--- config.mk ---
export PLATFORM = sky130hd
export DESIGN_NAME = io_channel_ctrl
export DESIGN_NICKNAME = d
export VERILOG_FILES = /design/src/rtl/io_pkg.sv /design/src/rtl/io_channel_ctrl_btn_conditioner.sv /design/src/rtl/io_channel_ctrl.sv
export SDC_FILE = /design/constraint.sdc
export NUM_CORES = 1
export LEC_CHECK = 0
export ABC_AREA = 1
export CAP_MARGIN = 25
export CORE_AREA = 10 10 101 126
export DETAILED_ROUTE_END_ITERATION = 10
export DIE_AREA = 0 0 111 136
export PLACE_DENSITY = 0.79
export SYNTH_ARGS = -nofsm -noshare
export SYNTH_HDL_FRONTEND = slang
export SYNTH_SLANG_ARGS = --single-unit
--- constraint.sdc ---
create_clock -name clock -period 2 [get_ports clock]
set_clock_uncertainty 0.2 [all_clocks]
set_input_delay 0.3 -clock clock [delete_from_list [all_inputs] [get_ports clock]]
set_output_delay 0.3 -clock clock [all_outputs]
set_load 0.1 [all_outputs]
--- src/rtl/io_pkg.sv ---
// Shared IO command encodings and controller state type for io_channel_ctrl.
package io_pkg;

  localparam logic [1:0] IO_NONE = 2'b00;
  localparam logic [1:0] IO_IN   = 2'b01;
  localparam logic [1:0] IO_OUT  = 2'b10;

  typedef enum logic [1:0] {
    ST_IDLE         = 2'b00,
    ST_WAIT_PRESS   = 2'b01,
    ST_WAIT_RELEASE = 2'b10,
    ST_HALT         = 2'b11
  } io_state_e;

endpackage

--- src/rtl/io_channel_ctrl_btn_conditioner.sv ---
// Button conditioner: 2-flop synchroniser, optional debounce (IO_DEBOUNCE_EN), edge pulses.
module btn_conditioner #(
  parameter int unsigned DEBOUNCE_CYCLES = 4
) (
  input  logic clk,
  input  logic rst_n,
  input  logic btn_in,
  output logic btn_db,
  output logic btn_rise,
  output logic btn_fall
);

  logic sync1_q, sync2_q, prev_q;

  always_ff @(posedge clk or negedge rst_n) begin
    if (!rst_n) begin
      sync1_q <= 1'b0;
      sync2_q <= 1'b0;
      prev_q  <= 1'b0;
    end else begin
      sync1_q <= btn_in;
      sync2_q <= sync1_q;
      prev_q  <= btn_db;
    end
  end

`ifdef IO_DEBOUNCE_EN
  localparam int unsigned CNT_W = $clog2(DEBOUNCE_CYCLES + 1);

  logic             db_q, db_d;
  logic [CNT_W-1:0] cnt_q, cnt_d;

  // Counter only runs while the synchronised level disagrees; any agreement clears it.
  always_comb begin
    db_d  = db_q;
    cnt_d = '0;
    if (sync2_q != db_q) begin
      if (cnt_q == CNT_W'(DEBOUNCE_CYCLES - 1)) db_d = sync2_q;
      else cnt_d = cnt_q + 1'b1;
    end
  end

  always_ff @(posedge clk or negedge rst_n) begin
    if (!rst_n) begin
      db_q  <= 1'b0;
      cnt_q <= '0;
    end else begin
      db_q  <= db_d;
      cnt_q <= cnt_d;
    end
  end

  assign btn_db = db_q;
`else
  assign btn_db = sync2_q;
`endif

  assign btn_rise = btn_db & ~prev_q;
  assign btn_fall = ~btn_db & prev_q;

endmodule

--- src/rtl/io_channel_ctrl.sv ---
// Multi-channel IO controller: button-confirmed IN capture, NUM_CH output registers,
// sticky BRK halt. Debounce of the button is enabled by defining IO_DEBOUNCE_EN.
module io_channel_ctrl
  import io_pkg::*;
#(
  parameter int unsigned WIDTH           = 32,
  parameter int unsigned NUM_CH          = 2,
  parameter int unsigned CH_BITS         = 1,
  parameter int unsigned DEBOUNCE_CYCLES = 4
) (
  input  logic                    clock,
  input  logic                    reset_in,
  input  logic [1:0]              io_cmd,
  input  logic [CH_BITS-1:0]      chan_sel,
  input  logic [WIDTH-1:0]        wr_data,
  input  logic [WIDTH-1:0]        switches_in,
  input  logic                    button_in,
  input  logic                    brk,
  output logic [WIDTH-1:0]        rd_data,
  output logic                    rd_valid,
  output logic                    waiting_input,
  output logic [NUM_CH*WIDTH-1:0] out_data,
  output logic [NUM_CH-1:0]       negative,
  output logic                    halted
);

  io_state_e               state_q, state_d;
  logic [WIDTH-1:0]        rd_data_q, rd_data_d;
  logic                    rd_valid_q, rd_valid_d;
  logic [NUM_CH*WIDTH-1:0] out_q, out_d;
  logic [NUM_CH-1:0]       ch_we;
  logic                    wr_ok;
  logic                    btn_db, btn_rise, btn_fall;

  btn_conditioner #(
    .DEBOUNCE_CYCLES(DEBOUNCE_CYCLES)
  ) u_btn (
    .clk      (clock),
    .rst_n    (reset_in),
    .btn_in   (button_in),
    .btn_db   (btn_db),
    .btn_rise (btn_rise),
    .btn_fall (btn_fall)
  );

  // brk outranks any same-cycle command, so it also gates the channel writes.
  always_comb begin
    state_d    = state_q;
    rd_data_d  = rd_data_q;
    rd_valid_d = 1'b0;
    wr_ok      = 1'b0;
    if (state_q != ST_HALT) begin
      if (brk) begin
        state_d = ST_HALT;
      end else begin
        wr_ok = (io_cmd == IO_OUT);
        case (state_q)
          ST_IDLE: begin
            if (io_cmd == IO_IN) state_d = ST_WAIT_PRESS;
          end
          ST_WAIT_PRESS: begin
            if (btn_rise) begin
              rd_data_d = switches_in;
              state_d   = ST_WAIT_RELEASE;
            end
          end
          ST_WAIT_RELEASE: begin
            if (btn_fall) begin
              rd_valid_d = 1'b1;
              state_d    = ST_IDLE;
            end
          end
          default: state_d = state_q;
        endcase
      end
    end
  end

  // Selects outside 0..NUM_CH-1 match no channel, so the write is simply dropped.
  for (genvar k = 0; k < NUM_CH; k++) begin : g_ch
    assign ch_we[k] = wr_ok && (chan_sel == CH_BITS'(k));
    assign out_d[k*WIDTH +: WIDTH] = ch_we[k] ? wr_data : out_q[k*WIDTH +: WIDTH];
    assign negative[k] = out_q[k*WIDTH + WIDTH - 1];
  end

  always_ff @(posedge clock or negedge reset_in) begin
    if (!reset_in) begin
      state_q    <= ST_IDLE;
      rd_data_q  <= '0;
      rd_valid_q <= 1'b0;
      out_q      <= '0;
    end else begin
      state_q    <= state_d;
      rd_data_q  <= rd_data_d;
      rd_valid_q <= rd_valid_d;
      out_q      <= out_d;
    end
  end

  assign rd_data       = rd_data_q;
  assign rd_valid      = rd_valid_q;
  assign out_data      = out_q;
  assign halted        = (state_q == ST_HALT);
  assign waiting_input = (state_q == ST_WAIT_PRESS) || (state_q == ST_WAIT_RELEASE);

endmodule

==> qor.txt <==
gr ovfl total -> 0
# H-tree levels -> 3
slowest cell delay on critical path -> 0.41 ns
post-route ant nets -> 0
commonest cells in the netlist -> nand2_1, dfrtp_1, o21ai_2
Die Area -> 0.01510 sq mm
clock transition at the registers of the reported paths -> 0.07 ns
die height -> 136 um
Mapped Avg Cell Area -> 10.59 sq um
Worst Path Class, Setup -> reg -> out
Avg WL per Cell -> 16.11 um
vias -> 3393
Slew @ Worst Pin -> 0.4600 ns
nets -> 673
setup slack, reg-to-reg -> 0.24 ns
mapped cell area -> 0.004447 sq mm
crit path from -> state_q[0]
number of global-route vias before repair -> 3777
post-synthesis instance total -> 420
post-cts gate resize count -> 0
DRT iter0 DRCs -> 96
crit path max-delay cell type -> dfrtp_1
top_reg_cell synth -> dfrtp_1
Root Buffer Master -> clkbuf_16
DRC errors left -> 0
Final Cycle Share -> 0.9588
post-layout instance area -> 0.007599 sq mm
buffers inserted by post-CTS timing repair -> 0
worst endpoint data arrival time -> 1.42 ns
Worst VDD drop -> 0.4175 mV
clock latency on the worst-skew pair -> 0.33 ns
Clock Sinks -> 102
Pwr Total -> 4.458 mW
library cells used by synthesis -> 19
global-route wire length before repair -> 19260 um
maximum capacitance violations -> 0
largest fanout on the critical path -> 4
routability cong. -> 0.7824
top post-synthesis cells by area -> dfrtp_1, o21ai_2, nand2_1
total CTS buffers -> 9
core region area -> 0.01035 sq mm
Max Freq -> 521.5 MHz
status -> completed
RR Startpoint -> state_q[1]
Ports -> 172
Vias per Instance -> 4.629
Fin Setup TNS -> 0 ns
total number of yosys warnings -> 0
Yosys top cell by area -> dfrtp_1
Setup violations, final -> 0
share of the synthesized area in the top cell type -> 0.5740
Layout area overhead -> 70.88%
# fillers -> 680
WHS -> 0.1574 ns
CTS tree -> yes
Final Critical Period -> 1.918 ns
P_leak -> 3.626 nW
final WL -> 11810 um
drt pass-1 iters -> 4
crit path launch type -> flip-flop
PD cells -> 586.7 mW/mm^2
end of the worst register-to-register path -> rd_data[3]
Multi-input gate area -> 0.001404 sq mm
Sequential cell area -> 0.002552 sq mm
total track usage -> 0.1556
Worst setup endpoint -> waiting_input
IO Port Bufs -> 171
row count -> 42
Reg2Reg Depth -> 6
RSZ-0062 raised after global routing -> no
required time of the critical path -> 1.50 ns
ys async rst share -> 1.000
HP Class -> reg -> reg
Post-synth EDFFs -> 0
largest net degree at the start of global routing -> 57
max-slew violation count -> 0
Worst Setup End Kind -> primary output
Max-slew headroom -> 0.6933
Initial Utilization -> 0.4295
most numerous cell in the Yosys netlist -> nand2_1
Post-DP Area -> 0.007272 sq mm
antenna diode count -> 0
fraction of layout instances using a drive strength above 1 -> 0.3627
CP Cell Sequence -> inv_1 > ha_2 > buf_12
clock buffer depth -> 2
register bit total from synthesis -> 102
Synth Net Count -> 497
die width -> 111 um
sequential area share after synthesis -> 0.5740
final hold vios -> 0
HPWL Detailed -> 9399 um
antenna violations before repair -> 0
[sequential cells by signal, indices dropped and copies added (netlist names)]
register and cells:
rd_data 32, out_data 64, u_btn.sync1_q 1, state_q 2, u_btn.btn_db 1, rd_valid 1, u_btn.prev_q 1
[power by group]
part	internal, mW	leakage [nW]	switching, mW	total [mW]
combinational	0.236	2.07	0.301	0.537
clock	1.05	0.153	0.759	1.81
sequential	2.09	1.40	0.0262	2.11
total	3.37	3.63	1.09	4.46
[routing by layer]
| metal | track usage | part of all wire | vias to the layer above |
|---|---|---|---|
| met2 | 0.2562 | 0.50 | 128 |
| met4 | 0.06594 | 0.017 | 0 |
| met3 | 0.06437 | 0.095 | 11 |
| li1 | - | - | 1648 |
| met1 | 0.1746 | 0.39 | 1606 |
| met5 | 0 | 0 | - |
[cells by family after synthesis]
group / Yosys count / share of synthesized area
AO/OA/AOI/OAI: 98 / 0.1773
adder cells (fa/ha/maj): 6 / 0.01688
buffers and inverters: 92 / 0.1114
flip-flops: 102 / 0.5740
AND/OR/NAND/NOR: 122 / 0.1204
[worst min path at each step]
stage                   endpoint  cells past startpoint           from  slack (ns)
CTS                 u_btn.btn_db                      0  u_btn.sync1_q        0.16
global placement     out_data[3]                      1       reset_in        0.07
finish              u_btn.btn_db                      0  u_btn.sync1_q        0.16
detailed placement   out_data[3]                      1       reset_in        0.08
floorplan            out_data[0]                      0       reset_in       -0.20
global route        u_btn.btn_db                      0  u_btn.sync1_q        0.17
[stage by stage]
step                      setup slack [ns]  cells  utilization
after global routing              0.006784    733       0.7340
final                              0.08246    733       0.7340
after CTS                          0.07074    733       0.7340
after floorplan                     0.1121    420            -
after global placement              0.1154    716       0.7024
after detailed placement           0.07410    716       0.7024
[repair_timing]
item,CTS,global route
hold endpoints to repair,30,0
setup endpoints to repair,0,0
hold buffers,1,0
[critical path, delay by kind of cell, from the launching register on]
kind,cells,cell delay (ns)
flops,1,0.41
fa+ha+maj,1,0.38
buf+inv,2,0.29
[placed cells by master, fill, tap and decap left out, types with 2 or more instances in the layout]
| cell | netlist | routed |
|---|---|---|
| dfrtp_1 | 102 | 102 |
| clkbuf_16 | 0 | 9 |
| o21ai_1 | 18 | 18 |
| nand3_1 | 5 | 5 |
| nor2_4 | 2 | 2 |
| o21ai_2 | 78 | 78 |
| nand4_1 | 2 | 2 |
| clkdlybuf4s50_1 | 0 | 69 |
| inv_1 | 71 | 71 |
| clkbuf_8 | 3 | 2 |
| ha_2 | 0 | 2 |
| o21bai_1 | 2 | 2 |
| buf_4 | 2 | 9 |
| inv_6 | 0 | 2 |
| nand2_1 | 108 | 108 |
| ha_1 | 6 | 4 |
| buf_12 | 0 | 106 |
[area by class of cell]
class	count	share of cell area
multi-input cells	226	0.1848
clock inverters	5	0.008398
flip-flops and latches	102	0.3359
well taps	132	0.02174
inverters	72	0.03557
repair buffers	185	0.3804
clock buffers	11	0.03326
Note: power is estimated with default switching activity, not from simulation.
